`config.mk`:
```
export PLATFORM = sky130hd
export DESIGN_NAME = div_ctrl
export DESIGN_NICKNAME = d
export VERILOG_FILES = /design/src/rtl/div_ctrl.sv
export SDC_FILE = /design/constraint.sdc
export NUM_CORES = 1
export LEC_CHECK = 0
export ABC_AREA = 1
export ABC_CLOCK_PERIOD_IN_PS = 2400
export CAP_MARGIN = 10
export CORE_UTILIZATION = 38
export CTS_CLUSTER_DIAMETER = 150
export CTS_CLUSTER_SIZE = 14
export DETAILED_ROUTE_END_ITERATION = 8
export GPL_TIMING_DRIVEN = 0
export HOLD_SLACK_MARGIN = 0.06
export PLACE_DENSITY_LB_ADDON = 0.08
export SKIP_CTS_REPAIR_TIMING = 1
export SYNTH_ARGS = -nofsm -noshare
export SYNTH_HDL_FRONTEND = slang
export SYNTH_SLANG_ARGS = --single-unit
```
`constraint.sdc`:
```
create_clock -name clk -period 2.4 [get_ports clk]
set_input_delay 0.48 -clock clk [delete_from_list [all_inputs] [get_ports clk]]
set_output_delay 0.48 -clock clk [all_outputs]
set_load 0.005 [all_outputs]
```
`src/rtl/div_ctrl.sv`:
```
// div_ctrl: issue/writeback controller for the iterative DIV/DIVU/REM/REMU unit.
// Gates divider starts, tracks the single outstanding divide destination
// (one-entry scoreboard) for RAW/WAW stalls, buffers the divider result and
// writes it back on the shared register-file port when the main pipeline
// leaves it free. A starvation counter force-stalls decode if the buffered
// result keeps losing arbitration for WB_STARVE_MAX cycles.
// Optional build macro: DIV_CTRL_BYPASS_EN adds a forwarding path from the
// result buffer so dependents need not wait for the write.
//
// state | meaning
// IDLE  | no divide outstanding
// WAIT  | divider running
// WB    | result buffered, awaiting the write port
module div_ctrl #(
    parameter int WB_STARVE_MAX = 8
) (
    input  logic        clk,
    input  logic        reset,
    input  logic        dec_div_valid,
    input  logic [4:0]  dec_div_rd,
    input  logic [4:0]  dec_rs1,
    input  logic [4:0]  dec_rs2,
    input  logic        dec_rs1_used,
    input  logic        dec_rs2_used,
    input  logic [4:0]  dec_rd,
    input  logic        dec_rd_wr,
    input  logic        wrb_restart,
    output logic        ctl_stall,
    output logic        div_start,
    output logic        div_flush,
    input  logic        div_busy,
    input  logic        div_ready,
    input  logic [31:0] div_result,
    input  logic        pipe_wb_valid,
    output logic        wb_valid,
    output logic [4:0]  wb_rd,
    output logic [31:0] wb_data,
`ifdef DIV_CTRL_BYPASS_EN
    output logic        byp_rs1_hit,
    output logic        byp_rs2_hit,
    output logic [31:0] byp_data,
`endif
    output logic        scb_pending,
    output logic [4:0]  scb_rd
);

    localparam logic [3:0] L_STARVE_MAX = 4'(WB_STARVE_MAX);

    typedef enum logic [1:0] {
        S_IDLE = 2'd0,
        S_WAIT = 2'd1,
        S_WB   = 2'd2
    } state_t;

    state_t      r_state;
    logic        r_pend;
    logic [4:0]  r_rd;
    logic [31:0] r_buf;
    logic [3:0]  r_cnt;

    logic w_rs1_match;
    logic w_rs2_match;
    logic w_byp1;
    logic w_byp2;
    logic w_raw;
    logic w_waw;
    logic w_struct;
    logic w_starve;
    logic w_stall;
    logic w_start;
    logic w_wb_fire;

    assign w_rs1_match = dec_rs1_used & (dec_rs1 == r_rd);
    assign w_rs2_match = dec_rs2_used & (dec_rs2 == r_rd);

`ifdef DIV_CTRL_BYPASS_EN
    // A WB-state buffer always holds a nonzero rd, so a match is a valid forward.
    assign w_byp1      = (r_state == S_WB) & w_rs1_match;
    assign w_byp2      = (r_state == S_WB) & w_rs2_match;
    assign byp_rs1_hit = w_byp1;
    assign byp_rs2_hit = w_byp2;
    assign byp_data    = r_buf;
`else
    assign w_byp1 = 1'b0;
    assign w_byp2 = 1'b0;
`endif

    assign w_raw    = r_pend & ((w_rs1_match & ~w_byp1) | (w_rs2_match & ~w_byp2));
    assign w_waw    = r_pend & ((dec_rd_wr & (dec_rd == r_rd)) |
                                (dec_div_valid & (dec_div_rd == r_rd)));
    assign w_struct = dec_div_valid & ((r_state != S_IDLE) | div_busy);
    assign w_starve = (r_cnt == L_STARVE_MAX);

    // Combinational outputs are gated by reset so they read 0 while it is held.
    assign w_stall   = ~reset & (w_raw | w_waw | w_struct | w_starve);
    assign w_start   = ~reset & dec_div_valid & ~w_stall & ~wrb_restart & (r_state == S_IDLE);
    assign w_wb_fire = ~reset & (r_state == S_WB) & ~pipe_wb_valid;

    assign ctl_stall   = w_stall;
    assign div_start   = w_start;
    assign div_flush   = ~reset & (r_state == S_WAIT) & wrb_restart;
    assign wb_valid    = w_wb_fire;
    assign wb_rd       = r_rd;
    assign wb_data     = r_buf;
    assign scb_pending = r_pend;
    assign scb_rd      = r_rd;

    // Controller FSM: scoreboard, result buffer and starvation counter.
    always_ff @(posedge clk or posedge reset) begin
        if (reset) begin
            r_state <= S_IDLE;
            r_pend  <= 1'b0;
            r_rd    <= 5'd0;
            r_buf   <= 32'd0;
            r_cnt   <= 4'd0;
        end else begin
            case (r_state)
                S_IDLE: begin
                    r_cnt <= 4'd0;
                    if (w_start) begin
                        r_state <= S_WAIT;
                        r_rd    <= dec_div_rd;
                        r_pend  <= (dec_div_rd != 5'd0);
                    end
                end
                S_WAIT: begin
                    r_cnt <= 4'd0;
                    // A flush wins over a same-cycle result: the divide is younger.
                    if (wrb_restart) begin
                        r_state <= S_IDLE;
                        r_pend  <= 1'b0;
                    end else if (div_ready) begin
                        if (r_rd != 5'd0) begin
                            r_buf   <= div_result;
                            r_state <= S_WB;
                        end else begin
                            r_state <= S_IDLE;
                        end
                    end
                end
                S_WB: begin
                    // The divide is older than any flush here, so wrb_restart is ignored.
                    if (!pipe_wb_valid) begin
                        r_state <= S_IDLE;
                        r_pend  <= 1'b0;
                        r_cnt   <= 4'd0;
                    end else if (r_cnt != L_STARVE_MAX) begin
                        r_cnt <= r_cnt + 4'd1;
                    end
                end
                default: begin
                    r_state <= S_IDLE;
                    r_pend  <= 1'b0;
                    r_cnt   <= 4'd0;
                end
            endcase
        end
    end

endmodule

```
[Yosys cells after proc, flatten, opt, wreduce, memory -nomap -nowiden]
Index checks and enable logic that the tools add are counted.
W data, S select, Z words.
Storage, ports and cells
  register bits: 44
  input bits: 62
  word-level logic and storage cells: 66
Cells by class
  add/sub/neg operators: 1
  equality and inequality tests: 13
  multiplexer cells: 13
  bitwise operators: 26
  reductions and logical operators: 8
Operator list (number)
  $eq A5 B5 Y1: 4
  $and A1 B1 Y1: 16
  $mux W4: 3
  $mux W2: 5
  $reduce_bool A5 Y1: 2
  $ne A2 B2 Y1 const B: 3
  $or A1 B1 Y1: 6
  $pmux W2 S3: 1
  $reduce_and A3 Y1: 2
  $add A4 B1 Y4 const B: 1
  $eq A4 B4 Y1 const B: 1
  $ne A4 B4 Y1 const B: 1
  $not A1 Y1: 4
  $reduce_and A4 Y1: 1
  $mux W1: 3
  $ne A3 B2 Y1 const B: 1
  $ne A3 B3 Y1 const B: 1
  $pmux W1 S3: 1
  $eq A2 B1 Y1 const B: 1
  $eq A2 B2 Y1 const B: 1
  $logic_not A2 Y1: 1
  $reduce_and A2 Y1: 1
  $reduce_bool A2 Y1: 1

[Logic depth before layout (Yosys ltp)]
Gate-level depths: netlist of the first run.
  word-level depth: 14
  depth in mapped cells: 13
  gate-level depth less buffers: 12

[Worst setup path after synthesis of the first run]
No wires, ideal clock.
  kind: input to output
  start point: input reset
  end point: output div_start
  data arrival time: 2.075 ns
  path slack: -0.155 ns
  stages: 6
  path through: inv_1 nand2_1 nor2_1 nand4_2 buf_8 inv_1
Between the ends
  cells in the longest elaborated chain, start to end: 6
RTL lines
  start, declared: line 18  | input logic reset,
  $not A1 Y1 (*): line 95, 96
  $and A1 B1 Y1: line 95  | assign w_stall = ~reset & (w_raw | w_waw | w_struct | w_starve);
  $not A1 Y1: line 96  | assign w_start = ~reset & dec_div_valid & ~w_stall & ~wrb_restart & (r_state == S_IDLE);
  $and A1 B1 Y1 (*) (3 in series): line 96
  end, declared: line 29  | output logic div_start,
Mark *: on every way between the ends. The rest lies on a longest branch, timed or not.

[Final worst setup path of the first run]
  start point: input dec_rs2[4]
  end point: output div_start
Between the ends
  cells in the longest elaborated chain, start to end: 12
RTL lines
  start, declared: line 22  | input logic [4:0] dec_rs2,
  $eq A5 B5 Y1: line 74  | assign w_rs2_match = dec_rs2_used & (dec_rs2 == r_rd);
  $and A1 B1 Y1: line 74
  $or A1 B1 Y1: line 88  | assign w_raw = r_pend & ((w_rs1_match & ~w_byp1) | (w_rs2_match & ~w_byp2));
  $and A1 B1 Y1: line 88
  $or A1 B1 Y1 (3 in series): line 95
  $and A1 B1 Y1: line 95
  $not A1 Y1: line 96
  $and A1 B1 Y1 (3 in series): line 96
Every way passes these cells.

==> metrics.txt, run 1 <==
outcome=complete, no violations; GRT Util Overall=16.81%; Synth top area share=between 40% and 50%; maximum vdd drop=508.5 µV; CTS tree=built; Core Region=approximately 6000 µm²; synth cell count leaders=69 x nand2_1, 44 x dfrtp_1, 31 x inv_1, 29 x mux2_4, 24 x nor2_1; DP Area=3590 µm²; skew final=0.002016 ns; DRT iter0 DRCs=53; vias per cell=4.515; number of global-route vias before repair=roughly 1800; Mapped Area=2411 µm²; worst r2r path cells=5; GR met1 Demand/Resource=23.08%; Tcrit/Tclk final=98.94%; Clock Latency Late Sink=0.29 ns; clk root buf=clkbuf_8; Clock Pin Slew Worst Setup and Hold Paths=0.08 ns; Startpoint Class=input pin; max-slew violation count=0; busiest grt layer=met2; hold crit path type=in -> async; final WL=5.849 mm; dpl cells=431; row cnt=28; total grt overflow=0; Cell variety after synth=24; post-route ant nets=0; Routed WL per cell=12.94 µm; Most used DFF post-synth=dfrtp_1; fmax=between 0.4 and 0.5 GHz; TritonRoute pass-1 iters=4; worst reg2reg startpoint=scb_rd[2]; via count=2041; DRC violations left=0; RSZ-0062 raised after global routing=true; Clock Sinks=44; cells after synthesis=248; Critical Path Sink Type=primary output; Leak=just over 2 nW; critical path fanouts, max=6; H-tree depth=2; most common cell in the netlist=nand2_1; Chip Height=81.66 µm; CTS Buffer Depth=2; EDFF count, synth=0; Synth area leaders=dfrtp_1 46%, mux2_4 18%, nand2_1 11%, inv_1 4.8%, nor2_1 3.7%; area grow syn2layout=60.77%; fin crit period=2.375 ns; first-pass GRT wire length=around 8.4 mm; Global Route met2 Usage=25.75%; initial antenna violation count=0; RD Place Congestion=0.7835; IO Count=109; design area=about 3900 µm²; Ys Warns=0; r2r setup slk=0.55 ns; Final Non-Filler Cells=452; CTS buffer count=5; Post-Syn Nets=312; Synth Register Bits=44; largest net degree at the start of global routing=48; ANT cells=0; Synth area leader=dfrtp_1; worst-margin pin slew=1.074 ns; Max Cap Viol=0; Die Width=81.66 µm; WP data required=1.92 ns; Layout Nets=440; layout cell share with drive strength beyond 1=23.61%; FILL cells=519; RR Endpoint=wb_data[24]; final setup violation count=0; Worst slew margin=27.98%; critical path class=in -> out; met3 Use GR=about 4.2%; Core Util, Final=64.33%; final hold violation count=0; initial core utilization=40.01%; Arr. time, crit path=~1.9 ns; register area share after synthesis=about 46%; hpwl dp=4.188 mm; average size of a mapped cell=9.722 µm²; Buffers on Ports=108; pwr/cell area=794.2 nW/µm²; Post-synth ARST share=between 90% and 100%; die area=6668 µm²
cell type report:
cell class / instances / area, µm² / share of cell area [%]
Timing Repair Buffer: 119 / 1189 / 30.66
Buffer: 11 / 112.6 / 2.905
Clock inverter: 2 / 38.79 / 1.001
Multi-Input combinational cell: 158 / 1109 / 28.60
Clock buffer: 6 / 82.58 / 2.130
Tap cell: 75 / 93.84 / 2.421
Timing Repair inverter: 2 / 10.01 / 0.2582
Sequential cell: 44 / 1104 / 28.47
Inverter: 35 / 137.6 / 3.551
worst max-delay path: stages:
cell and delay [ns]:
clkdlybuf4s50_1 0.48, inv_1 0.04, nand2_1 0.04, nand2_1 0.08
nor2_1 0.10, nand3_1 0.09, nand2_2 0.11, nand2_4 0.07
nand4_4 0.09, buf_8 0.13, inv_1 0.04, dlymetal6s2s_1 0.14
power by group:
part           switching (W)  internal (W)  total [W]
clock network       0.000253      0.000340   0.000593
logic               0.000415      0.000921    0.00134
registers           0.000165      0.000984    0.00115
total               0.000833       0.00225    0.00308
routing by layer:
metal  vias up  share of wire (%)
met5         -                  0
met4         0               0.97
met3         4                5.1
met2        57                 47
met1       946                 47
li1       1034                  -
cells by family after synthesis:
| family | Yosys count | synth area share (%) |
|---|---|---|
| adder cells (fa/ha/maj) | 2 | 1.038 |
| buffers and inverters | 46 | 10.02 |
| multiplexers | 32 | 19.46 |
| AO/OA/AOI/OAI | 16 | 4.982 |
| flip-flops | 44 | 45.67 |
| XOR/XNOR | 2 | 0.7267 |
| AND/OR/NAND/NOR | 106 | 18.11 |
stage by stage:
stage	setup WS, ns	power, W	TNS (ns)	hold slack [ns]
6_report	0.02539	0.003079	0	0.3736
5_1_grt	-0.07800	0.003274	-0.07800	0.4077
4_1_cts	-1.125	0.003062	-2.999	0.5167
3_5_place_dp	-1.097	0.002446	-4.982	0.4912
3_3_place_gp	-1.099	0.002427	-4.884	0.4877
2_1_floorplan	0.2631	0.001713	0	0.4782
how the worst max path moves through the flow:
stage                    start   endpoint  cells after the start
finish              dec_rs2[4]  div_start                     12
global route          r_cnt[0]  div_start                      9
CTS                      reset  div_start                      8
detailed placement       reset  div_start                      8
global placement         reset  div_start                      8
floorplan                reset  div_start                      6
cell usage in the layout, fill, tap and decap left out, types with 2 or more instances in the layout:
master / netlist / final
mux2_4: 29 / 29
o21ai_1: 2 / 4
o21ai_0: 7 / 5
xnor2_1: 2 / 2
dfrtp_1: 44 / 42
buf_4: 5 / 17
clkdlybuf4s50_1: 0 / 98
mux2_2: 3 / 3
inv_2: 2 / 5
clkinv_2: 2 / 2
nand2_1: 69 / 65
nand3_1: 8 / 7
buf_8: 4 / 4
dfrtp_2: 0 / 2
nor2_1: 24 / 23
clkinvlp_2: 0 / 2
o21ai_2: 5 / 5
nand2_4: 0 / 2
inv_1: 31 / 27
nand2_2: 0 / 2
clkbuf_8: 0 / 6
ha_1: 2 / 2
dlymetal6s2s_1: 0 / 10
state kept, by name, summed over array words and instances (netlist names):
name         flops
wb_data         32
scb_rd           5
r_cnt            4
scb_pending      1
r_state          2
(Power assumes the default switching activity.)
==> run 2, diff against run 1 <==
- CORE_ASPECT_RATIO: not set -> 0.9
==> run 2 against run 1 <==
Compared with the run above: utilization down 0.79 points; non-clock buffer count is 2 higher; cell area rose by 0.23%; global-route usage increased by 1.1 points; routed wire length up 4.2%; first-iteration DRC count down 17%; cell count up 3.1%; via count rose by 2.2%; largest cell class unchanged.
==> metrics.txt, run 2 (synthesis results as in run 1) <==
outcome=complete, no violations; post-route ant nets=0 (unchanged); WP data required=1.92 ns (about the same); Internal=0.002223 W (-1.0%); total grt overflow=0 (unchanged); Max Cap Viol=0 (unchanged); hpwl dp=4.375 mm (+4.5%); TritonRoute pass-1 iters=4 (unchanged); most common cell after layout, fill and taps aside=clkdlybuf4s50_1; hold crit path type=in -> async; H-tree depth=2 (unchanged); Layout Nets=442 (+0.45%); ANT cells=0 (unchanged); Core Region=6115 µm² (+1.5%); area grow syn2layout=61.13%; switching power=0.0008426 W (+1.2%); vias per cell=4.474 (-0.91%); Routed WL per cell=13.08 µm (+1.0%); Clock Pin Slew Worst Setup and Hold Paths=0.08 ns (about the same); Arr. time, crit path=1.85 ns (-0.04 ns); Worst slew margin=24.27% (-3.7 points); crit path launch=dec_div_rd[2]; worst hold slack=0.3438 ns (-0.02980 ns); worst-margin pin slew=1.130 ns (+0.05531 ns); clock power share=18.3% (-1.0 points); die area=6668 µm² (about the same); critical path fanouts, max=5 (-1); worst reg2reg startpoint=scb_rd[0]; final WL=6.093 mm (+4.2%); max FFs per register=32 (unchanged); leading cell types in the layout, fill and taps excluded=96 x clkdlybuf4s50_1, 67 x nand2_1, 41 x dfrtp_1; number of global-route vias before repair=1939 (+8.4%); Clock Latency Late Sink=0.29 ns (about the same); Chip Height=77.57 µm (-5.0%); maximum vdd drop=483.3 µV (-5.0%); IO Count=109 (unchanged); FILL cells=541 (+4.2%); CTS Buffer Depth=2 (unchanged); largest net degree at the start of global routing=48 (unchanged); Leak=2.005 nW (-0.72%); Buffers on Ports=108 (unchanged); final setup violation count=0 (unchanged); critical path class=in -> out; pwr/cell area=789.2 nW/µm² (-0.64%); DRT iter0 DRCs=44 (-17%); sequential share of power=37.3% (about the same); GRT Util Overall=17.96% (+1.1 points); Startpoint Class=input pin; Critical Path Sink Type=primary output; skew final=0.008859 ns (+0.006844 ns); RD Place Congestion=0.7781 (-0.69%); layout cell share with drive strength beyond 1=24.27% (+0.67 points); CTS tree=built; Fin Setup TNS=0 ns (unchanged); worst r2r path cells=14 (+9); Tcrit/Tclk final=97.02% (-1.9 points); switching share of power=27.49% (+0.43 points); Die Width=85.97 µm (+5.3%); Gate power share=44.4% (+1.0 points); fin crit period=2.328 ns (-0.04615 ns); initial antenna violation count=0 (unchanged); row cnt=27 (-3.6%); fmax=0.4295 GHz (+2.0%); Clock Sinks=44 (unchanged); clk root buf=clkbuf_8; via count=2085 (+2.2%); final hold violation count=0 (unchanged); initial core utilization=39.43% (-0.58 points); DRC violations left=0 (unchanged); first-pass GRT wire length=9.259 mm (+9.9%); max-slew violation count=0 (unchanged); CTS buffer count=5 (unchanged)
run 2: area by class of cell:
cell class | instances | area [µm²] | area share [%]
Clock inverter | 2 | 35.03 | 0.9018
Timing Repair inverter | 2 | 10.01 | 0.2576
Multi-Input combinational cell | 158 | 1095 | 28.18
Timing Repair Buffer | 121 | 1201 | 30.92
Sequential cell | 44 | 1105 | 28.44
Buffer | 11 | 120.1 | 3.092
Inverter | 35 | 137.6 | 3.543
Tap cell | 87 | 108.9 | 2.802
Clock buffer | 6 | 72.57 | 1.868
run 2: final timing paths:
path / end / slack (ns)
worst max-delay path: div_start / 0.07
worst min-delay path: wb_data[8] / 0.34
worst max register to register: scb_rd[2] / 0.54
worst min register to register: wb_data[29] / 0.51
max in group asynchronous: scb_rd[2] / 1.23
min in group clk: scb_rd[3] / 0.49
run 2: power groups by stage:
stage	logic, W	registers, W	clock network [W]
5_1_grt	0.00146	0.00118	0.000616
6_report	0.00136	0.00114	0.000562
3_5_place_dp	0.00130	0.00115	0
4_1_cts	0.00131	0.00114	0.000575
3_3_place_gp	0.00129	0.00114	0
2_1_floorplan	0.000554	0.00116	0
run 2: per-stage QoR:
stage | setup slack [ns] | power (W) | instances | util, % | cell area [µm²]
after floorplan | 0.2631 | 0.001713 | 248 | - | 2415
after global placement | -1.117 | 0.002435 | 443 | 58.95 | 3605
after detailed placement | -1.097 | 0.002455 | 443 | 58.95 | 3605
after CTS | -1.090 | 0.003029 | 451 | 60.71 | 3712
after global routing | -0.01608 | 0.003253 | 466 | 63.54 | 3885
final | 0.07154 | 0.003066 | 466 | 63.54 | 3885
run 2: per-layer routing:
metal  track usage, %  share of wire, %  up-vias
li1                 -                 -     1040
met1            24.54                48      976
met2            27.30                44       54
met3            4.894               5.4       15
met4            6.333               2.4        0
met5                0                 0        -
run 2: critical path, stage by stage:
cell and delay [ns]:
clkdlybuf4s50_1 0.49, inv_2 0.06, nand2_1 0.05, nand2_1 0.04, nor2_1 0.09, nand3_1 0.10, nand2_1 0.10, nand2_2 0.07
nand4_4 0.11, buf_8 0.12, inv_1 0.03, clkbuf_2 0.10
